$ cat src/rtl/fifo_rd_packer.sv
// Pops entries from a first-word-fall-through FIFO read port and packs PACK of them
// into one wide word on a valid/ready stream; flush emits a partial word with keep bits.
module fifo_rd_packer #(
    parameter int DSIZE = 8,
    parameter int PACK  = 4
) (
    input  logic                  rclk,
    input  logic                  rrst,
    input  logic                  rempty,
    input  logic [DSIZE-1:0]      rdata,
    output logic                  rinc,
    input  logic                  flush,
    output logic                  m_valid,
    input  logic                  m_ready,
    output logic [DSIZE*PACK-1:0] m_data,
    output logic [PACK-1:0]       m_keep,
    output logic [15:0]           word_cnt
);
    localparam int CW = $clog2(PACK);
    localparam int PW = $clog2(PACK + 1);
    localparam logic [CW-1:0] LAST = CW'(PACK - 1);

    logic [CW-1:0]         cnt_reg, cnt_next;
    logic                  flush_pend_reg, flush_pend_next;
    logic                  m_valid_reg, m_valid_next;
    logic [DSIZE*PACK-1:0] m_data_reg, m_data_next;
    logic [PACK-1:0]       m_keep_reg, m_keep_next;
    logic [15:0]           word_cnt_reg;

    logic                  pop;
    logic                  xfer;
    logic                  out_free;
    logic                  load;
    logic [PW-1:0]         p_now;
    logic [DSIZE*PACK-1:0] emit_data;
    logic [PACK-1:0]       emit_keep;

    assign xfer     = m_valid_reg & m_ready;
    assign out_free = ~m_valid_reg | m_ready;

    // The final lane may only pop when the output register can take the word this edge.
    assign rinc  = ~rrst & ~rempty & ~flush_pend_reg & ((cnt_reg != LAST) | out_free);
    assign pop   = rinc;
    assign p_now = PW'(cnt_reg) + PW'(pop);

    genvar gi;
    generate
        for (gi = 0; gi < PACK; gi++) begin : g_lane
            logic [DSIZE-1:0] lane_held;
            if (gi < PACK - 1) begin : g_asm
                logic [DSIZE-1:0] asm_lane_reg;
                always_ff @(posedge rclk) begin
                    if (rrst) begin
                        asm_lane_reg <= '0;
                    end else if (pop && cnt_reg == CW'(gi)) begin
                        asm_lane_reg <= rdata;
                    end
                end
                assign lane_held = asm_lane_reg;
            end else begin : g_top
                assign lane_held = '0;
            end
            // The entry popped on this edge bypasses the assembly register.
            assign emit_keep[gi] = (PW'(gi) < p_now);
            assign emit_data[gi*DSIZE +: DSIZE] =
                emit_keep[gi] ? ((pop && cnt_reg == CW'(gi)) ? rdata : lane_held) : '0;
        end
    endgenerate

    always_comb begin
        load            = 1'b0;
        cnt_next        = cnt_reg;
        flush_pend_next = flush_pend_reg;
        if (flush_pend_reg) begin
            if (out_free) begin
                load            = 1'b1;
                cnt_next        = '0;
                flush_pend_next = 1'b0;
            end
        end else if (pop && cnt_reg == LAST) begin
            load     = 1'b1;
            cnt_next = '0;
        end else if (flush && p_now != '0) begin
            if (out_free) begin
                load     = 1'b1;
                cnt_next = '0;
            end else begin
                cnt_next        = CW'(p_now);
                flush_pend_next = 1'b1;
            end
        end else if (pop) begin
            cnt_next = cnt_reg + CW'(1);
        end
    end

    always_comb begin
        m_valid_next = m_valid_reg & ~m_ready;
        m_data_next  = m_data_reg;
        m_keep_next  = m_keep_reg;
        if (load) begin
            m_valid_next = 1'b1;
            m_data_next  = emit_data;
            m_keep_next  = emit_keep;
        end
    end

    always_ff @(posedge rclk) begin
        if (rrst) begin
            cnt_reg        <= '0;
            flush_pend_reg <= 1'b0;
            m_valid_reg    <= 1'b0;
            m_data_reg     <= '0;
            m_keep_reg     <= '0;
            word_cnt_reg   <= '0;
        end else begin
            cnt_reg        <= cnt_next;
            flush_pend_reg <= flush_pend_next;
            m_valid_reg    <= m_valid_next;
            m_data_reg     <= m_data_next;
            m_keep_reg     <= m_keep_next;
            if (xfer) begin
                word_cnt_reg <= word_cnt_reg + 16'd1;
            end
        end
    end

    assign m_valid  = m_valid_reg;
    assign m_data   = m_data_reg;
    assign m_keep   = m_keep_reg;
    assign word_cnt = word_cnt_reg;
endmodule

$ cat config.mk
export PLATFORM = sky130hd
export DESIGN_NAME = fifo_rd_packer
export DESIGN_NICKNAME = d
export VERILOG_FILES = /design/src/rtl/fifo_rd_packer.sv
export SDC_FILE = /design/constraint.sdc
export NUM_CORES = 1
export LEC_CHECK = 0
export CORE_MARGIN = 3
export CORE_UTILIZATION = 54
export CTS_BUF_LIST = sky130_fd_sc_hd__clkbuf_16
export CTS_CLUSTER_SIZE = 12
export DETAILED_ROUTE_END_ITERATION = 10
export GPL_ROUTABILITY_DRIVEN = 0
export PLACE_DENSITY_LB_ADDON = 0.25
export SYNTH_ARGS = -nofsm -noshare
export SYNTH_HDL_FRONTEND = slang
export SYNTH_SLANG_ARGS = --single-unit
$ cat constraint.sdc
create_clock -name rclk -period 5.2 [get_ports rclk]
set_input_delay 0.78 -clock rclk [delete_from_list [all_inputs] [get_ports rclk]]
set_output_delay 0.78 -clock rclk [all_outputs]
set_load 0.01 [all_outputs]
After elaboration in Yosys (flattened, before gate mapping)
Cells that the tools add are included.
Widths: inputs -> output; s select.
{"block": "word_totals", "latch_bits": 0, "regBits": 80, "inputBits": 13, "elab_cells": 65, "output_inout_bits": 54, "ramBits": 0, "mem_count": 0, "mem_bits_ro": 0}
{"block": "classes", "n_shift": 0, "div": 0, "bitwise": 12, "n_reduce_logical": 9, "n_lt_le_gt_ge": 4, "n_mux": 23, "multipliers": 0, "eq_ne": 5, "add_sub_neg": 3}
{"op": "$mux 8", "n": 8}
{"op": "$add 16x1->16 const B", "n": 1}
{"op": "$mux 2", "n": 6}
{"op": "$mux 1", "n": 9}
{"op": "$lt 1x3->1 const A", "n": 2}
{"op": "$lt 2x3->1 const A", "n": 2}
{"op": "$and 1x1->1", "n": 5}
{"op": "$logic_and 1x1->1", "n": 5}
{"op": "$not 1->1", "n": 5}
{"op": "$eq 2x2->1 const B", "n": 2}
{"op": "$reduce_bool 4->1", "n": 1}
{"op": "$add 2x1->3", "n": 1}
{"op": "$reduce_bool 3->1", "n": 1}
{"op": "$add 2x1->2 const B", "n": 1}
{"op": "$eq 2x1->1 const B", "n": 1}
{"op": "$logic_not 2->1", "n": 1}
{"op": "$ne 2x1->1 const B", "n": 1}
{"op": "$ne 2x2->1 const B", "n": 1}
{"op": "$or 1x1->1", "n": 2}
{"op": "$reduce_and 2->1", "n": 1}

Depth between registers and ports, before layout
Gate-level depths: netlist of run 1.
{"block": "logic_depth", "ltp_word": 11, "ltp_mapped": 10, "depth_no_buf": 9}

Least setup slack after synthesis of run 1
No wires, ideal clock.
{"block": "synth_path", "path_type": "input to register", "startpoint": "input port m_ready", "endpoint": "register m_data_reg[24], in the netlist m_data[24]", "setup_slack_ns": 2.322, "arrival_time_ns": 2.819, "path_buffers": 1, "required_ns": 5.141, "setup_time_ns": 0.059, "stages": 9, "cell_sequence": "nand3b_1 > and2_1 > ha_1 > ha_1 > o31ai_1 > a21oi_2 > nor3_4 > buf_4 > a22o_1"}
{"block": "synth_between", "elab_chain_cells": 9, "elab_cells_between_ends": 14, "cone_classes": "1 x add/sub; 1 x order compare; 6 x mux; 3 x bitwise; 3 x reduce/logical"}
{"element": "from (decl)", "line": "14", "text": "input logic m_ready,"}
{"element": "$or 1x1->1 *", "line": "39", "text": "assign out_free = ~m_valid_reg | m_ready;"}
{"element": "$or 1x1->1 *", "line": "42", "text": "assign rinc = ~rrst & ~rempty & ~flush_pend_reg & ((cnt_reg != LAST) | out_free);"}
{"element": "$and 1x1->1 *", "line": "42"}
{"element": "named net rinc", "line": "11", "text": "output logic rinc,"}
{"element": "$add 2x1->3", "line": "44", "text": "assign p_now = PW'(cnt_reg) + PW'(pop);"}
{"element": "$reduce_bool 3->1", "line": "83", "text": "end else if (flush && p_now != '0) begin"}
{"element": "$logic_and 1x1->1", "line": "83"}
{"element": "$mux 1", "line": "83"}
{"element": "$mux 1", "line": "80", "text": "end else if (pop && cnt_reg == LAST) begin"}
{"element": "$mux 1", "line": "74", "text": "if (flush_pend_reg) begin"}
{"element": "to (signal assigned)", "line": "119", "text": "m_data_reg <= m_data_next;"}
{"element": "to (decl)", "line": "26", "text": "logic [DSIZE*PACK-1:0] m_data_reg, m_data_next;"}
Mark *: on every way through the listed nets, which the timed path passes. The rest lies on a longest branch.
A chain may end at the register's enable or synchronous reset.

Final worst setup path of run 1
{"block": "layout_path", "startpoint": "input port m_ready", "endpoint": "register m_data_reg[20], in the netlist m_data[20]"}
{"block": "layout_between", "elab_chain_cells": 9, "elab_cells_between_ends": 15, "cone_classes": "1 x add/sub; 1 x order compare; 6 x mux; 3 x bitwise; 4 x reduce/logical"}
{"element": "$or 1x1->1 *", "line": "39"}
{"element": "$or 1x1->1", "line": "42"}
{"element": "$and 1x1->1", "line": "42"}
{"element": "$add 2x1->3", "line": "44"}
{"element": "$reduce_bool 3->1", "line": "83"}
{"element": "$logic_and 1x1->1", "line": "83"}
{"element": "$mux 1", "line": "83"}
{"element": "$mux 1", "line": "80"}
{"element": "$mux 1", "line": "74"}
Every way passes the cells marked *; elsewhere a longest branch is shown, timed or not.

==> impl_results.md, run 1 <==
* Max-slew violations at 0
* Fraction of synthesized cell area in xor and xnor cells at 2.70%
* DIE WIDTH at 83.6 um
* Post-CTS resize count at 0
* Wire length per cell at 16.1 um
* Worst Path Required at 5400 ps
* Power Density at 329 nW/um2
* Clock Skew at 7.17 ps
* Area grow syn2layout at 30.2%
* H-tree Lvls at 3
* I/O Pins at 67
* CP Class: primary input to flop
* Leak Pwr at 1.71 nW
* Hold Path Class: flop to flop
* Post-CTS Hold Fix Bufs at 0
* TritonCTS clock tree: yes
* FF+latch area at 1600 um2
* Post-layout util at 74.5%
* Compound-Gate Fraction of Synth Area at 13.9%
* Syn nets at 338
* Period utilisation layout at 71.1%
* Top FF cell, synth: dfxtp_1
* Number of port buffers at 66
* Largest net degree at the start of global routing at 85
* Multi-input gate area at 1530 um2
* Overall Global Routing Usage at 20.9%
* Worst-Margin Slew at 932 ps
* Number of synthesized flops with an enable pin at 0
* Placed cells at 441
* Max FFs per register at 32
* Mux share of post-synthesis cell area at 8.09%
* CTS clock-pin slew for the worst setup and hold paths at 60 ps
* DR vias/cell at 5.75
* Synth Area in Simple Gates at 19.3%
* Final wirelength at 7.34 mm
* Mapped Area at 3250 um2
* Yosys cell types at 48
* Share of cells above drive strength 1 at 7.79%
* Post-DP HPWL at 4.90 mm
* Yosys warns at 0
* Final setup vio count at 0
* Total number of vias at 2629
* Worst slew margin at 37.7%
* Most frequent cells in the layout: dfxtp_1 (80), clkdlybuf4s50_1 (65), nor2_1 (31)
* Core Area at 5680 um2
* Die height at 83.6 um
* Crit path DAT at 3890 ps
* Register area share after synthesis at 49.3%
* #FFs+latches synth at 80
* Mean area per synthesized cell at 10.2 um2
* Number of remaining DRC errors at 0
* DIE AREA at 6980 um2
* Antenna diodes at 0
* Setup bufs post-CTS at 0
* # rows at 27
* RSZ-0062 raised after global routing: no
* Pre-antenna DRT Iters at 4
* Post-layout nets at 401
* Final hold violation count at 0
* Setup TNS Final at 0 ps
* Crit path max fanout at 8
* Clk sinks at 80
* ANT nets after route at 0
* Synthesized instance count at 317
* Global-route wire length before repair at 11.9 mm
* Outcome: complete, no violations
* Post-Synth Adder-Cell Area at 3.08%
* Crit start category: primary input
* Worst setup EP type: flop
* Clk buf depth at 2
* Starting DRT DRC Count at 170
* Filler cell count at 423
* Gr ovfl total at 0
* Leading cell type in the layout, fill and taps excluded: dfxtp_1
* Worst VDD drop at 0.000255 V
* Largest family of logic cells by synthesized area: simple AND/OR/NAND/NOR gates
* Vias in the first global route at 2461
* TritonCTS buffer count at 9
* Cell Count, Final, Fillers Out at 457
* Clock latency on the worst-skew pair at 330 ps
* Initial core utilization at 57.2%
* Maximum clock rate at 0.271 GHz
* Initial antenna violation count at 0
* Fin crit period at 3690 ps
* Ys async rst share at 0%
* Clk root buf: clkbuf_16
* Max cap viols at 0
-- worst max-delay path, stage by stage --
cell,delay [ps]
clkdlybuf4s50_1,530
nand3b_1,300
and2_1,260
ha_1,230
ha_1,340
o31ai_1,510
a21oi_2,220
o21ai_1,560
o2bb2ai_1,150
-- final timing paths --
| path | from | endpoint | slack, ps | depth (start not counted) |
|---|---|---|---|---|
| worst max-delay path | m_ready | m_data[20] | 1510 | 9 |
| worst min-delay path | m_data[23] | m_data[23] | 470 | 1 |
| worst max register to register | cnt_reg[0] | m_data[20] | 1970 | 9 |
| worst min register to register | m_data[23] | m_data[23] | 470 | 1 |
-- per-stage QoR --
stage	total power, mW	hold slack (ps)	instance area [um2]	setup slack [ps]
6_report	1.39	467	4230	1510
5_1_grt	1.44	476	4230	1320
4_1_cts	1.40	465	4230	1600
3_5_place_dp	0.786	446	3930	1350
3_3_place_gp	0.783	447	3930	1480
2_1_floorplan	0.740	461	3250	2320
-- layout make-up --
cell class,instances,area share [%]
flip-flops and latches,80,37.9
multi-input cells,209,36.2
repair buffers,67,15.7
clock buffers,9,5.33
well taps,72,2.13
clock inverters,7,1.66
inverters,13,1.15
-- routing by layer --
metal  up-vias  track usage (%)  wire length, um
met5         -                0                0
met3        10             7.01              476
li1       1274                -                -
met1      1241             26.6             3340
met2       104             33.5             3440
met4         0             6.87               89
-- synth_stat cells (all sizes together) (6+ instances only) --
| cell | count | area (um2) |
|---|---|---|
| dfxtp | 80 | 1600 |
| nor2 | 31 | 116 |
| mux2i | 24 | 240 |
| o31ai | 17 | 128 |
| nand4b | 16 | 140 |
| inv | 13 | 48.8 |
| nand3 | 13 | 65.1 |
| nor2b | 12 | 75.1 |
| clkbuf | 10 | 37.5 |
| a21oi | 9 | 48.8 |
| o2bb2ai | 9 | 78.8 |
| a22o | 8 | 70.1 |
| ha | 8 | 100 |
| nand2 | 8 | 30.0 |
| o21ai | 8 | 47.5 |
| nor3 | 6 | 52.6 |
| xor2 | 6 | 52.6 |
-- kinds of logic (layout without fill, tap and decap cells) --
logic type	count (synthesis)	count (layout)
AOI/OAI and AO/OA	60	60
and+or+nand+nor	105	105
DFF	80	80
adders and majority gates	8	8
xor gates and xnor gates	10	10
buffers and inverters	28	96
muxes	26	26
-- report_power, final --
part	internal [mW]	leakage, nW	switching [mW]
logic	0.0537	0.920	0.0843
registers	0.628	0.646	0.0108
clock network	0.371	0.147	0.244
total	1.05	1.71	0.339
Power figures use the tool's default switching activity.
==> run 2: changes to the inputs <==
--- a/config.mk
+++ b/config.mk
@@ -6,7 +6,7 @@
 export NUM_CORES = 1
 export LEC_CHECK = 0
 export CORE_MARGIN = 3
-export CORE_UTILIZATION = 54
+export CORE_UTILIZATION = 51
 export CTS_BUF_LIST = sky130_fd_sc_hd__clkbuf_16
 export CTS_CLUSTER_SIZE = 12
 export DETAILED_ROUTE_END_ITERATION = 10
==> constraint.sdc (replaced) <==
create_clock -name rclk -period 3.54 [get_ports rclk]
set_input_delay 0.531 -clock rclk [delete_from_list [all_inputs] [get_ports rclk]]
set_output_delay 0.531 -clock rclk [all_outputs]
set_load 0.01 [all_outputs]
==> run 2 against run 1 <==
Effect of this change:
- clock skew is 3.1 ps lower
- via count is 1.0% lower
- global-route usage is 0.21 points lower
- critical path type unchanged
- largest cell class unchanged
- largest power group is now the clock network
- hold slack better by 3.2 ps
- combinational power is 49% higher
- sequential share of layout area is 0.66 points lower
- critical endpoint is now m_data[14]
==> impl_results.md, run 2 (synthesis gave the netlist of run 1 again) <==
* Die height at 85.8 um
* Setup TNS Final at 0 ps
* H-tree Lvls at 3
* CTS clock-pin slew for the worst setup and hold paths at 60 ps
* Total number of vias at 2602
* Overall Global Routing Usage at 20.7%
* Leading cell type in the layout, fill and taps excluded: dfxtp_1
* Worst slew margin at 49.9%
* Starting DRT DRC Count at 214
* Vias in the first global route at 2444
* Clock latency on the worst-skew pair at 330 ps
* TritonCTS clock tree: yes
* Crit start category: primary input
* Maximum clock rate at 0.339 GHz
* CP Cell Sequence: clkdlybuf4s50_1 -> nand3b_1 -> and2_1 -> ha_1 -> ha_1 -> o31ai_1 -> a21oi_2 -> o21ai_2 -> o31ai_1
* Clock Skew at 4.07 ps
* Placed cells at 449
* Period utilisation layout at 83.3%
* Largest delay share family, worst path: compound AO/OA/AOI/OAI gates
* Critical Path Max Stage Delay at 410 ps
* Global-route wire length before repair at 11.9 mm
* Clk buf depth at 2
* Post-DP HPWL at 4.88 mm
* Max FFs per register at 32
* Wire length per cell at 15.6 um
* Final wirelength at 7.23 mm
* Gr ovfl total at 0
* Worst VDD drop at 0.000412 V
* Cell Count, Final, Fillers Out at 465
* Leak Pwr at 1.74 nW
* Clk root buf: clkbuf_16
* DIE WIDTH at 85.8 um
* Worst setup EP type: flop
* Reg-to-reg startpoint: cnt_reg[1]
* FF+latch area at 1600 um2
* Worst Path Required at 3730 ps
* R2r endpoint: m_data[14]
* Post-layout nets at 406
* Post-CTS resize count at 0
* Hold depth at 1
* Crit path DAT at 3140 ps
* Reg2Reg Depth at 9
* Final hold violation count at 0
* Pre-antenna DRT Iters at 5
* Antenna diodes at 0
* Crit path max fanout at 10
* Most frequent cells in the layout: dfxtp_1 (80), clkdlybuf4s50_1 (65), nor2_1 (31)
* Worst-Margin Slew at 752 ps
* TritonCTS buffer count at 9
* Filler cell count at 480
* Buf/Inv on CP at 1
* Max-slew violations at 0
* Fin crit period at 2950 ps
* Setup bufs post-CTS at 0
* Largest net degree at the start of global routing at 85
* Initial antenna violation count at 0
* DIE AREA at 7360 um2
* CP Class: primary input to flop
* Hold Path Class: flop to flop
* # rows at 28
* Hold endpoint: m_data[23]
* I/O Pins at 67
* Multi-input gate area at 1530 um2
* Final setup vio count at 0
* Share of cells above drive strength 1 at 9.23%
* Reg2reg setup slack at 640 ps
* RSZ-0062 raised after global routing: no
* Max cap viols at 0
* Post-CTS Hold Fix Bufs at 0
* Core Area at 6060 um2
* Number of port buffers at 66
* Clk sinks at 80
* Area grow syn2layout at 32.5%
* DR vias/cell at 5.60
* ANT nets after route at 0
* CP max-delay cell: clkdlybuf4s50_1
* Initial core utilization at 53.6%
* Hold path start: m_data[23]
* Power Density at 499 nW/um2
* Number of remaining DRC errors at 0
* Outcome: complete, no violations
run 2: cell types whose count changed in the layout (fill, tap and decap cells not counted):
| cell | previous run | this run |
|---|---|---|
| clkinvlp_4 | 0 | 2 |
| clkinv_4 | 2 | 1 |
| buf_4 | 1 | 6 |
| bufinv_16 | 1 | 2 |
| clkinv_1 | 1 | 0 |
| clkinv_2 | 2 | 0 |
| inv_8 | 0 | 1 |
run 2: where the power goes:
group	internal [mW]	total, mW	switching, mW
sequential	0.923	0.939	0.0159
clock	0.625	1.00	0.377
combinational	0.0842	0.206	0.122
total	1.63	2.15	0.514
run 2: layout make-up:
class | count | share of cell area (%)
Clock inverter | 7 | 2.41
Clock buffer | 9 | 5.23
Multi-Input combinational cell | 209 | 35.5
Timing Repair Buffer | 72 | 16.3
Tap cell | 75 | 2.18
Inverter | 13 | 1.13
Sequential cell | 80 | 37.2
run 2: worst max-delay path by stage:
stage | cells past startpoint | from | slack, ps | endpoint
floorplan | 9 | m_ready | 910 | m_data[24]
global placement | 9 | m_ready | 410 | m_data[11]
detailed placement | 9 | m_ready | 270 | m_data[14]
CTS | 9 | m_ready | 620 | m_data[4]
global route | 9 | m_ready | 330 | m_data[4]
finish | 9 | m_ready | 590 | m_data[14]
run 2: metal layers:
| layer | global-route usage (%) | up-vias | wire length, um |
|---|---|---|---|
| met5 | 0 | - | 0 |
| li1 | - | 1285 | - |
| met1 | 27.2 | 1221 | 3370 |
| met4 | 7.19 | 0 | 97 |
| met3 | 5.96 | 9 | 419 |
| met2 | 32.8 | 87 | 3340 |
run 2: metrics by stage:
step / instance area (um2) / hold WS [ps] / total power [mW] / util (%) / worst slack [ps]
2_1_floorplan: 3250 / 461 / 1.09 / - / 911
3_3_place_gp: 3970 / 451 / 1.16 / 65.6 / 406
3_5_place_dp: 3970 / 449 / 1.16 / 65.6 / 269
4_1_cts: 4300 / 473 / 2.16 / 71.0 / 624
5_1_grt: 4300 / 496 / 2.23 / 71.0 / 334
6_report: 4300 / 470 / 2.15 / 71.0 / 592
==> run 3: changes to the inputs <==
==> constraint.sdc (replaced) <==
create_clock -name rclk -period 2.8 [get_ports rclk]
set_input_delay 0.42 -clock rclk [delete_from_list [all_inputs] [get_ports rclk]]
set_output_delay 0.42 -clock rclk [all_outputs]
set_load 0.01 [all_outputs]
==> run 3 against run 2 <==
Effect of this change:
- clock-buffer cell count did not move
- clock skew grew 2.4 ps
- power is 18% higher
- wire length grew 4.9%
- global-route usage rose by 0.50 points
- critical endpoint is now cnt_reg[1]
- critical path type is now flop to flop
- die area did not move
==> impl_results.md, run 3 (synthesis gave the netlist of run 1 again) <==
* Number of remaining DRC errors at 0
* ANT nets after route at 0
* Leak Pwr at 1.77 nW
* Antenna diodes at 0
* I/O Pins at 67
* Final worst slack at 173 ps
* Clk root buf: clkbuf_16
* Power Density at 581 nW/um2
* Pre-antenna DRT Iters at 4
* DIE WIDTH at 85.8 um
* Most frequent cells in the layout: dfxtp_1 (80), clkdlybuf4s50_1 (65), nor2_1 (31)
* CP Class: flop to flop
* Max FFs per register at 32
* Crit start category: flop
* Worst VDD drop at 0.000515 V
* Dpl ws at -267 ps
* Clock latency on the worst-skew pair at 330 ps
* Hold depth at 2
* Crit path DAT at 2880 ps
* Clk sinks at 80
* Gr ovfl total at 0
* Wire length per cell at 16.0 um
* H-tree Lvls at 3
* Share of cells above drive strength 1 at 11.3%
* Reg2Reg Depth at 10
* Clock Skew at 6.47 ps
* Post-layout util at 71.9%
* Max cap viols at 0
* Vias in the first global route at 2499
* CTS clock-pin slew for the worst setup and hold paths at 60 ps
* Post-DP HPWL at 5.05 mm
* # rows at 28
* Worst Path Required at 3060 ps
* RSZ-0062 raised after global routing: yes
* Crit path max fanout at 5
* Fin crit period at 2630 ps
* Area grow syn2layout at 34.2%
* Largest net degree at the start of global routing at 85
* Final hold violation count at 0
* Initial core utilization at 53.6%
* Overall Power at 2.53 mW
* Outcome: complete, no violations
* Worst-Margin Slew at 783 ps
* Worst setup EP type: flop
* TritonCTS clock tree: yes
* Die height at 85.8 um
* DIE AREA at 7360 um2
* TritonCTS buffer count at 9
* Hold Path Class: flop to flop
* Number of port buffers at 66
* Overall Global Routing Usage at 21.2%
* Post-layout nets at 416
* Global-route wire length before repair at 12.3 mm
* Max-slew violations at 0
* Core Area at 6060 um2
* DR vias/cell at 5.71
* Worst slew margin at 47.8%
* Starting DRT DRC Count at 173
* Initial antenna violation count at 0
* Clk buf depth at 2
* Total number of vias at 2710
* Final wirelength at 7.59 mm
* Maximum clock rate at 0.381 GHz
* Leading cell type in the layout, fill and taps excluded: dfxtp_1
* Reg2reg setup slack at 170 ps
* Hold slack at 464 ps
* Final setup vio count at 0
* Period utilisation layout at 93.8%
[run 3: cell count changes in the layout (fill, tap and decap cells not counted), moves of 2 or more]
cell | previous run | this run
clkinv_1 | 0 | 3
buf_4 | 6 | 14
bufinv_16 | 2 | 0
buf_12 | 0 | 2
[run 3: path summary, 6_finish.rpt]
check	from	end
setup / recovery	cnt_reg[0]	cnt_reg[1]
hold / removal	m_keep[0]	m_keep[0]
setup reg to reg	cnt_reg[0]	cnt_reg[1]
hold reg to reg	m_keep[0]	m_keep[0]
[run 3: final cells by class]
cell class,count,area [um2]
sequential,80,1600
fill,462,1700
timing repair buffer,82,801
inverter,13,48.8
tap,75,93.8
clock buffer,9,225
clock inverter,7,38.8
multi-input combinational,209,1550
[run 3: stage by stage]
step	instances	area (um2)	setup TNS (ps)
floorplan	317	3250	0
global placement	458	4050	-3060
detailed placement	458	4050	-5430
CTS	475	4340	0
global route	475	4360	-4.66
finish	475	4360	0
[run 3: worst max-delay path, cell delays in order, from the launching register on]
cell	delay, ps
dfxtp_1	430
ha_1	260
nand3b_1	110
and2_1	190
ha_1	210
ha_1	320
buf_4	130
o31a_1	210
a211oi_2	80
or4_1	480
a21oi_1	130
[run 3: where the power goes]
group / total (mW) / leakage (nW) / switching [mW] / internal [mW]
registers: 1.18 / 0.646 / 0.0165 / 1.17
clock network: 1.04 / 0.126 / 0.446 / 0.590
logic: 0.314 / 0.996 / 0.174 / 0.139
[run 3: repair_timing]
action | 4_1_cts | 5_1_grt
pin swaps | 1 | 0
setup endpoints to repair | 17 | 37
buffers inserted | 1 | 0
hold buffers | 0 | 0
resized for setup | 0 | 4
[run 3: per-layer routing]
| layer | up-vias | routed length, um | global-route usage (%) |
|---|---|---|---|
| met3 | 10 | 388 | 6.24 |
| met1 | 1302 | 3590 | 28.7 |
| li1 | 1310 | - | - |
| met2 | 88 | 3530 | 33.1 |
| met4 | 0 | 80 | 5.76 |
| met5 | - | 0 | 0 |
